File: src/rtl/qpsk_frame_pack_if.sv
// Byte-in / frame-out bundle between a payload source and qpsk_frame_pack.
// master: payload source (drives byte_in/byte_valid, observes everything else).
// slave:  the packer (accepts bytes, drives para_out and the status pulses/count).
interface qpsk_frame_pack_if;
  logic [7:0]  byte_in;
  logic        byte_valid;
  logic        byte_ready;
  logic [39:0] para_out;
  logic        frame_start;
  logic        underrun;
  logic [15:0] underrun_cnt;

  modport master (
    output byte_in, byte_valid,
    input  byte_ready, para_out, frame_start, underrun, underrun_cnt
  );

  modport slave (
    input  byte_in, byte_valid,
    output byte_ready, para_out, frame_start, underrun, underrun_cnt
  );
endinterface

File: src/rtl/qpsk_frame_pack.sv
// qpsk_frame_pack: collects three payload bytes into a shadow and, once per
// FRAME_CYCLES-clock frame period, presents {HEAD, b0, b1, b2, TAIL} on para_out.
// Ports: clk, rst (async, active-high), bus (slave modport: byte_in/byte_valid/
// byte_ready in, para_out/frame_start/underrun/underrun_cnt out).
// Latency: completed frame appears at the first period tick after completion
// (>= 1 clock). Backpressure: byte_ready is low while a complete frame waits
// for its tick; it comes straight from the state register.
// Optional build macro QPSK_FRAME_IDLE_FILL_EN: on underrun send an idle frame
// instead of repeating the previous one.
module qpsk_frame_pack #(
  parameter logic [7:0] HEAD         = 8'hFF,
  parameter logic [7:0] TAIL         = 8'hFF,
  parameter int         FRAME_CYCLES = 20000,
  parameter logic [7:0] IDLE_BYTE    = 8'h00
) (
  input  logic               clk,
  input  logic               rst,
  qpsk_frame_pack_if.slave   bus
);

  localparam logic [15:0] LAST_CNT = 16'(FRAME_CYCLES - 1);

  typedef enum logic {
    COLLECT = 1'b0,
    FULL    = 1'b1
  } state_t;

  state_t      state_q, state_d;
  logic [15:0] frame_cnt;
  logic [1:0]  idx_q;
  logic [23:0] shadow_q;
  logic [39:0] para_q;
  logic        frame_start_q;
  logic        underrun_q;
  logic [15:0] ucnt;
  logic        ready;
  logic        tick;
  logic        accept;

  assign ready  = (state_q == COLLECT);
  assign tick   = (frame_cnt == LAST_CNT);
  assign accept = bus.byte_valid && ready;

  // Next-state: a tick coinciding with the 3rd byte still sees COLLECT, so
  // it is an underrun and the freshly completed frame waits one more period.
  always_comb begin
    state_d = state_q;
    unique case (state_q)
      COLLECT: if (accept && idx_q == 2'd2) state_d = FULL;
      FULL:    if (tick) state_d = COLLECT;
      default: state_d = COLLECT;
    endcase
  end

  always_ff @(posedge clk or posedge rst) begin
    if (rst) state_q <= COLLECT;
    else     state_q <= state_d;
  end

  // Frame period timer
  always_ff @(posedge clk or posedge rst) begin
    if (rst)       frame_cnt <= '0;
    else if (tick) frame_cnt <= '0;
    else           frame_cnt <= frame_cnt + 16'd1;
  end

  // Shadow collection. Accept and a FULL-state tick are mutually exclusive
  // because ready is low in FULL.
  always_ff @(posedge clk or posedge rst) begin
    if (rst) begin
      shadow_q <= '0;
      idx_q    <= '0;
    end else if (accept) begin
      unique case (idx_q)
        2'd0:    shadow_q[23:16] <= bus.byte_in;
        2'd1:    shadow_q[15:8]  <= bus.byte_in;
        default: shadow_q[7:0]   <= bus.byte_in;
      endcase
      idx_q <= (idx_q == 2'd2) ? 2'd0 : idx_q + 2'd1;
    end else if (tick && state_q == FULL) begin
      shadow_q <= '0;
    end
  end

  // Output frame and status; everything here moves only on tick edges,
  // except the pulses which clear on the following edge.
  always_ff @(posedge clk or posedge rst) begin
    if (rst) begin
      para_q        <= {HEAD, 24'h000000, TAIL};
      frame_start_q <= 1'b0;
      underrun_q    <= 1'b0;
      ucnt          <= '0;
    end else begin
      frame_start_q <= tick;
      underrun_q    <= tick && (state_q == COLLECT);
      if (tick) begin
        if (state_q == FULL) begin
          para_q <= {HEAD, shadow_q, TAIL};
        end else begin
`ifdef QPSK_FRAME_IDLE_FILL_EN
          para_q <= {HEAD, IDLE_BYTE, IDLE_BYTE, IDLE_BYTE, TAIL};
`endif
          if (ucnt != 16'hFFFF) ucnt <= ucnt + 16'd1;
        end
      end
    end
  end

`ifndef QPSK_FRAME_IDLE_FILL_EN
  // Idle byte only matters in the idle-fill build.
  logic [7:0] unused_idle;
  assign unused_idle = IDLE_BYTE;
`endif

  assign bus.byte_ready   = ready;
  assign bus.para_out     = para_q;
  assign bus.frame_start  = frame_start_q;
  assign bus.underrun     = underrun_q;
  assign bus.underrun_cnt = ucnt;

endmodule

File: src/flat_wrapper.sv
// flat-port wrapper written by rule: the top's interface ports become plain ports
module qpsk_frame_pack_flat 
#(
  parameter logic [7:0] HEAD         = 8'hFF,
  parameter logic [7:0] TAIL         = 8'hFF,
  parameter int         FRAME_CYCLES = 20000,
  parameter logic [7:0] IDLE_BYTE    = 8'h00
)
  (clk, rst, bus_byte_in, bus_byte_valid, bus_byte_ready, bus_para_out, bus_frame_start, bus_underrun, bus_underrun_cnt);
  qpsk_frame_pack_if bus_i ();
  input  logic clk;
  input  logic rst;
  input wire logic [$bits(bus_i.byte_in)-1:0] bus_byte_in;
  input wire logic [$bits(bus_i.byte_valid)-1:0] bus_byte_valid;
  output wire logic [$bits(bus_i.byte_ready)-1:0] bus_byte_ready;
  output wire logic [$bits(bus_i.para_out)-1:0] bus_para_out;
  output wire logic [$bits(bus_i.frame_start)-1:0] bus_frame_start;
  output wire logic [$bits(bus_i.underrun)-1:0] bus_underrun;
  output wire logic [$bits(bus_i.underrun_cnt)-1:0] bus_underrun_cnt;
  assign bus_i.byte_in = bus_byte_in;
  assign bus_i.byte_valid = bus_byte_valid;
  assign bus_byte_ready = bus_i.byte_ready;
  assign bus_para_out = bus_i.para_out;
  assign bus_frame_start = bus_i.frame_start;
  assign bus_underrun = bus_i.underrun;
  assign bus_underrun_cnt = bus_i.underrun_cnt;
  qpsk_frame_pack #(.HEAD(HEAD), .TAIL(TAIL), .FRAME_CYCLES(FRAME_CYCLES), .IDLE_BYTE(IDLE_BYTE)) u_core (.clk(clk), .rst(rst), .bus(bus_i));
endmodule
File: config.mk
export PLATFORM = sky130hd
export DESIGN_NAME = qpsk_frame_pack_flat
export DESIGN_NICKNAME = d
export VERILOG_FILES = /design/src/rtl/qpsk_frame_pack_if.sv /design/src/rtl/qpsk_frame_pack.sv /design/src/flat_wrapper.sv
export SDC_FILE = /design/constraint.sdc
export NUM_CORES = 1
export LEC_CHECK = 0
export BUFFER_PORTS_ARGS = -buffer_cell sky130_fd_sc_hd__buf_2
export CAP_MARGIN = 20
export CORE_MARGIN = 8
export CORE_UTILIZATION = 50
export DETAILED_ROUTE_END_ITERATION = 12
export PLACE_DENSITY_LB_ADDON = 0.2
export SYNTH_ARGS = -nofsm -noshare
export SYNTH_HDL_FRONTEND = slang
export SYNTH_SLANG_ARGS = --single-unit
export TNS_END_PERCENT = 10
File: constraint.sdc
create_clock -name clk -period 3.4 [get_ports clk]
set_clock_uncertainty 0.2 [all_clocks]
set_input_delay 0 -clock clk [delete_from_list [all_inputs] [get_ports clk]]
set_output_delay 0 -clock clk [all_outputs]
set_load 0.02 [all_outputs]
==> results of run 1 <==
## cell usage after synthesis
| master | number |
|---|---|
| and3_1 | 3 |
| or2_2 | 2 |
| and4_1 | 1 |
| ha_1 | 2 |
| nor4_1 | 3 |
| xnor2_1 | 21 |
| inv_1 | 4 |
| a21o_1 | 1 |
| o21ai_1 | 1 |
| mux2_2 | 2 |
| nand2_1 | 65 |
| dfrtp_1 | 85 |
| o21ai_0 | 7 |
| nand4bb_1 | 2 |
| nor2_1 | 17 |
| or4_4 | 1 |
| nand2b_1 | 2 |
| conb_1 | 1 |
| nor4_4 | 1 |
| nand3_1 | 34 |
| o22ai_1 | 1 |
| a2111oi_4 | 2 |
| or4b_4 | 1 |
| mux2_1 | 25 |
| xor2_1 | 6 |
| and2_1 | 3 |
| nor3_1 | 5 |
| nand4_1 | 7 |
| buf_4 | 16 |
| clkbuf_1 | 6 |
| buf_1 | 2 |
## report_power, final
part           switching, mW  total (mW)  internal (mW)
registers            0.00371        1.02           1.02
logic                 0.0461      0.0632         0.0170
clock network          0.358       0.841          0.484
## logic make-up (layout without fill, tap and decap cells)
group / count (synthesis) / in the layout
AOI/OAI and AO/OA: 12 / 12
xor gates and xnor gates: 27 / 27
adders and majority gates: 2 / 2
buffers and inverters: 28 / 90
DFF: 85 / 85
muxes: 27 / 27
other: 1 / 16
and+or+nand+nor: 147 / 147
## state kept, by name (all words and copies together), names as in the netlist
name / flops
u_core.shadow_q: 24
u_core.bus.para_out: 24
u_core.state_q: 1
u_core.bus.frame_start: 1
u_core.bus.underrun: 1
u_core.idx_q: 2
u_core.frame_cnt: 16
u_core.bus.underrun_cnt: 16
## tightest hold or removal path: stages
cell	delay (ns)
dlygate4sd3_1	0.52
buf_2	0.12
nand2_1	0.05
nand2_1	0.06
## routing by layer
metal	GRT usage, %	up-vias	routed length [um]
met5	0	-	0
met2	23.69	65	3416
met1	20.28	1235	3463
met3	3.574	8	455
met4	8.018	0	108
li1	-	1221	-
## layout make-up
| type | count | area (um^2) |
|---|---|---|
| tap | 99 | 123.9 |
| fill | 615 | 2796 |
| clock inverter | 6 | 112.6 |
| multi-input combinational | 231 | 1443 |
| sequential | 85 | 2127 |
| clock buffer | 9 | 123.9 |
| inverter | 4 | 16.27 |
| timing repair buffer | 71 | 432.9 |
## how the worst min path moves through the flow
| stage | start | end | slack [ns] | cells past startpoint |
|---|---|---|---|---|
| 2_1_floorplan | bus_byte_in[0] | u_core.shadow_q[0]$_DFFE_PP0P_ | -0.09 | 2 |
| 3_3_place_gp | rst | u_core.bus.para_out[21]$_DFFE_PP0P_ | -0.16 | 2 |
| 3_5_place_dp | rst | u_core.bus.para_out[21]$_DFFE_PP0P_ | -0.16 | 2 |
| 4_1_cts | bus_byte_in[7] | u_core.shadow_q[15]$_DFFE_PP0P_ | 0.21 | 4 |
| 5_1_grt | bus_byte_in[0] | u_core.shadow_q[0]$_DFFE_PP0P_ | 0.25 | 4 |
| 6_report | bus_byte_in[7] | u_core.shadow_q[15]$_DFFE_PP0P_ | 0.23 | 4 |
## what timing repair did
action,CTS,global route
buffers inserted,0,0
hold endpoints to repair,91,0
hold buffers,13,0
==> results.ini, run 1 <==
[status]
status = complete, no violations

[finish]
final_cells = 505
area_delta_synth_final_pct = 19.13
drive_gt1_share_pct = 20.69
antennaDiodeCount = 0
finalCoreUtilization_pct = 61.03
nets = 415
mostFrequentLayoutCell = dfrtp_1
fin_area_um2 = 4379
layout_common_cells = dfrtp_1, nand2_1, buf_2, nand3_1, mux2_1

[floorplan]
die_w_um = 101.7
ios = 70
rows = 31
die_area_um2 = 10350
initial_core_util_pct = 51.23
core_um2 = 7176
die_y_um = 101.7

[clocking]
clk_pin_slew_worst_paths_ns = 0.09
cts_buffers = 9
htree_levels = 3
clk-insertion-delay-late_ns = 0.34
cts_root_buffer = clkbuf_8
clk_path_buf_depth = 2
clock_sinks = 85
cts_tree = yes
post_cts_resized = 0

[sta]
worst_pin_slew_ns = 0.8865
timing.final.crit_share_pct = 80.69
slew_violations = 0
worst_slack_ns = 0.6566
fin_tns_setup_ns = 0
max_freq_mhz = 364.5
min_period_ns = 2.743
setup_viol = 0
hold_ws_ns = 0.2289
finalHoldViolations = 0
relSlewSlack_pct = 40.44
rsz0062_at_grt = false

[logic_synthesis]
synthSimpleGateAreaFrac_pct = 19.20
synth_cells = 329
synth_largest_area_cell = dfrtp_1
synthDistinctLibCells = 31
synthMuxAreaShare_pct = 8.271
synth_area_um2 = 3676
syn_area_per_cell_um2 = 11.17
synthesis.yosys.warnings = 0
seq_area_frac_synth_pct = 57.86
synth_compound_area_share_pct = 2.961
synth_top_family_by_area = simple AND/OR/NAND/NOR gates
synthTopCellsByArea = dfrtp_1, mux2_1, nand2_1
ys_seq_elements = 85
netlist.area_leader.share_pct = 57.86
synthAdderAreaFrac_pct = 0.6807
synth_xor_area_share_pct = 6.433

[global_route]
grt_pass1_vias = 2646
groute.usage.overall_pct = 15.58
grt_max_degree = 49
grt_antenna_before_repair = 0
grt_overflow_total = 0
grt_pass1_wl_um = 12570

[worst_hold_path]
hold_path_class = in2reg

[setup_path]
worst_ep_arrival_time_ns = 2.77
crit_end = u_core.bus.underrun_cnt[10]$_DFFE_PP0P_
path_class = reg2reg
required_ns = 3.43
path_buf_inv = 0
crit_chain = or4b_4 -> or4_4 -> a2111oi_4 -> nand3_1 -> xnor2_1
worst-r2r-setup-slack_ns = 0.66
critPathLaunchType = flop
worstPathMaxFanout = 6
critPathTopFamily = simple AND/OR/NAND/NOR gates
cp_slowest_cell = or4_4
crit_cells = 5
crit_start = u_core.frame_cnt[7]$_DFF_PP0_
cpPeakStageDelay_ns = 0.61
worstReg2RegEnd = u_core.bus.underrun_cnt[10]$_DFFE_PP0P_
rr_worst_depth = 5
r2r-start = u_core.frame_cnt[7]$_DFF_PP0_
crit_path_end_kind = flop

[placement]
post-place-ws_ns = 0.6650
place_congestion = 0.7839
io_buffers = 53
placed_area_um2 = 4013
hpwl_um = 5101
dp_cells = 477

[drt]
drc = 0
ant_nets = 0
post_drt_via_cell_ratio = 5.008
first_pass_iters = 4
wirelength_um = 7444
routedWlPerCell_um = 14.74
vias = 2529
drt_iter0_drc = 122

[power_and_ir_drop]
leakage_nw = 2.250
finalPower_mw = 1.925
p_per_area_nw_per_um2 = 439.5
ir_drop_mv = 0.1964

[run]
max_cap_viol_count = 0

(Power assumes the default switching activity.)
==> inputs of run 2 (changes only) <==
Settings changed: ABC_AREA set to 1.
Clock period 3.4 ns to 2.4 ns, I/O delays scaled along.
==> results.ini, run 2 <==
[status]
status = complete, but fails checks
violations = negative hold slack

[sta]
slew_violations = 0  ; unchanged
worst_slack_ns = 0.4555  ; -0.2012 ns
fin_tns_setup_ns = 0  ; unchanged
timing.final.crit_share_pct = 81.02  ; +0.33 points
relSlewSlack_pct = 65.85  ; +25 points
setup_viol = 0  ; unchanged
max_freq_mhz = 514.3  ; +41%
min_period_ns = 1.945  ; -0.7988 ns
rsz0062_at_grt = false
finalHoldViolations = 2  ; +2
worst_pin_slew_ns = 0.5122  ; -0.3743 ns
hold_ws_ns = -0.0006868  ; -0.2296 ns

[setup_path]
critPathTopFamily = buffers and inverters
critPathLaunchType = flop
path_buf_inv = 3  ; +3
worst_ep_arrival_time_ns = 1.97  ; -0.80 ns
r2r-start = u_core.state_q$_DFF_PP0_
path_class = reg2reg
crit_start = u_core.state_q$_DFF_PP0_
required_ns = 2.43  ; -1.00 ns
cp_slowest_cell = dfrtp_1
crit_chain = inv_2 -> buf_4 -> nand4_1 -> dlygate4sd3_1 -> nand2_1
crit_path_end_kind = flop
worstPathMaxFanout = 12  ; +6
cpPeakStageDelay_ns = 0.67  ; +0.06 ns

[floorplan]
rows = 33  ; +6.5%
initial_core_util_pct = 50.96  ; -0.27 points
core_um2 = 8093  ; +13%
die_y_um = 106.8  ; +5.0%
die_area_um2 = 11410  ; +10%
ios = 70  ; unchanged
die_w_um = 106.8  ; +5.0%

[placement]
place_congestion = 0.8330  ; +6.3%
dp_cells = 659  ; +38%
post-place-ws_ns = 0.5232  ; -0.1418 ns
placed_area_um2 = 4413  ; +10%
io_buffers = 53  ; unchanged
hpwl_um = 6312  ; +24%

[clocking]
cts_buffers = 9  ; unchanged
clk_path_buf_depth = 2  ; unchanged
postCtsHoldBufs = 17  ; +4
clock_sinks = 85  ; unchanged
htree_levels = 3  ; unchanged
post_cts_resized = 0  ; unchanged
cts_root_buffer = clkbuf_8
post_cts_buffers = 0  ; unchanged
cts_tree = yes
clk_pin_slew_worst_paths_ns = 0.08  ; about the same
clk-insertion-delay-late_ns = 0.34  ; about the same

[logic_synthesis]
async_reset_ff_share_pct = 100.0  ; unchanged
synth_common_cells = nand2_1, dfrtp_1, inv_1, nor2_1, nand3_1
netlist.area_leader.share_pct = 51.58  ; -6.3 points
synth_cells = 511  ; +55%
synth_area_um2 = 4124  ; +12%
syn_area_per_cell_um2 = 8.070  ; -28%
synthTopCellsByArea = dfrtp_1, nand2_1, inv_1
synth_most_common_cell = nand2_1
synth_edf_count = 0  ; unchanged
synthFlopType = dfrtp_1
synthesis.yosys.warnings = 0  ; unchanged
seq_area_frac_synth_pct = 51.58  ; -6.3 points
synth_largest_area_cell = dfrtp_1
ys_seq_elements = 85  ; unchanged
synthDistinctLibCells = 26  ; -16%

[power_and_ir_drop]
leakage_nw = 2.560  ; +14%
power.combinational.fraction_pct = 3.4  ; about the same
p_sw_uw = 548.2  ; +34%
ir_drop_mv = 0.4265  ; +120%
power_frac_seq_pct = 59.8  ; +6.8 points
p_int_mw = 1.846  ; +22%
pwr-share-clk_pct = 36.9  ; -6.8 points
finalPower_mw = 2.394  ; +24%
p_per_area_nw_per_um2 = 504.1  ; +15%
swShare_pct = 22.89  ; +1.7 points

[finish]
drive_gt1_share_pct = 16.04  ; -4.6 points
antennaDiodeCount = 0  ; unchanged
multi_input_area_um2 = 1594  ; +10%
final_cells = 691  ; +37%
mostFrequentLayoutCell = nand2_1
layout_common_cells = nand2_1, dfrtp_1, inv_1, buf_2, nor2_1
seq_area_um2 = 2127  ; unchanged
fill_cells = 762  ; +24%
fin_area_um2 = 4750  ; +8.5%
nets = 595  ; +43%
finalCoreUtilization_pct = 58.69  ; -2.3 points
area_delta_synth_final_pct = 15.17

[drt]
wirelength_um = 8699  ; +17%
drt_iter0_drc = 168  ; +38%
ant_nets = 0  ; unchanged
routedWlPerCell_um = 12.59  ; -15%
first_pass_iters = 4  ; unchanged
vias = 3353  ; +33%
post_drt_via_cell_ratio = 4.852  ; -3.1%
drc = 0  ; unchanged

[global_route]
grt_pass1_wl_um = 14680  ; +17%
groute.usage.overall_pct = 15.65  ; +0.078 points
grt_antenna_before_repair = 0  ; unchanged
grt_overflow_total = 0  ; unchanged
grt_max_degree = 60  ; +22%
grt_pass1_vias = 3225  ; +22%

[worst_hold_path]
hold_path_class = in2async

[run]
max_cap_viol_count = 0  ; unchanged

## run 2: cell types whose count changed after synthesis, sizes merged, moves of 4 or more
cell / delta
inv: +61
nor4: -4
mux2: -27
nand4: +5
o21ai: +28
xnor2: -15
nor2: +34
xor2: +4
buf: +9
nand2: +103
## run 2: final timing paths
path / to / slack, ns / depth (start not counted)
min in group clk: u_core.idx_q[1]$_DFFE_PP0P_ / 0.04 / 4
min: u_core.bus.para_out[25]$_DFFE_PP0P_ / -0.0007 / 3
max reg2reg: u_core.shadow_q[5]$_DFFE_PP0P_ / 0.46 / 5
min reg2reg: u_core.frame_cnt[0]$_DFF_PP0_ / 0.26 / 1
max: u_core.shadow_q[5]$_DFFE_PP0P_ / 0.46 / 5
max in group asynchronous: u_core.bus.underrun_cnt[10]$_DFFE_PP0P_ / 1.34 / 4
## run 2: final cells by class
class / instances / area share (%)
clock inverter: 4 / 0.5269
timing repair buffer: 75 / 10.22
multi-input combinational: 346 / 33.56
tap: 105 / 2.766
sequential: 85 / 44.78
inverter: 65 / 5.163
clock buffer: 11 / 2.977
## run 2: cell families (layout without fill, tap and decap cells)
family / Yosys count / in the layout / synth area share, %
AND/OR/NAND/NOR: 272 / 272 / 28.31
flip-flops: 85 / 85 / 51.58
buffers and inverters: 95 / 155 / 11.13
XOR/XNOR: 16 / 16 / 3.398
other: 1 / 16 / 0.09093
AO/OA/AOI/OAI: 40 / 40 / 4.885
adder cells (fa/ha/maj): 2 / 2 / 0.6067
## run 2: layer usage
metal / global-route usage (%) / share of wire, %
met5: 0 / 0
met4: 5.126 / 1.2
met3: 3.599 / 5.2
met2: 26.95 / 49
met1: 18.92 / 44
## run 2: tightest hold or removal path: cells and delay by family
family	cells	cell delay [ns]
buffers and inverters	3	0.97
## run 2: power by group through the flow
stage	clock network, mW	registers (mW)	logic (mW)
2_1_floorplan	0	1.46	0.0672
3_3_place_gp	0	1.46	0.0698
3_5_place_dp	0	1.46	0.0706
4_1_cts	0.902	1.43	0.0818
5_1_grt	0.953	1.43	0.0906
6_report	0.883	1.43	0.0807
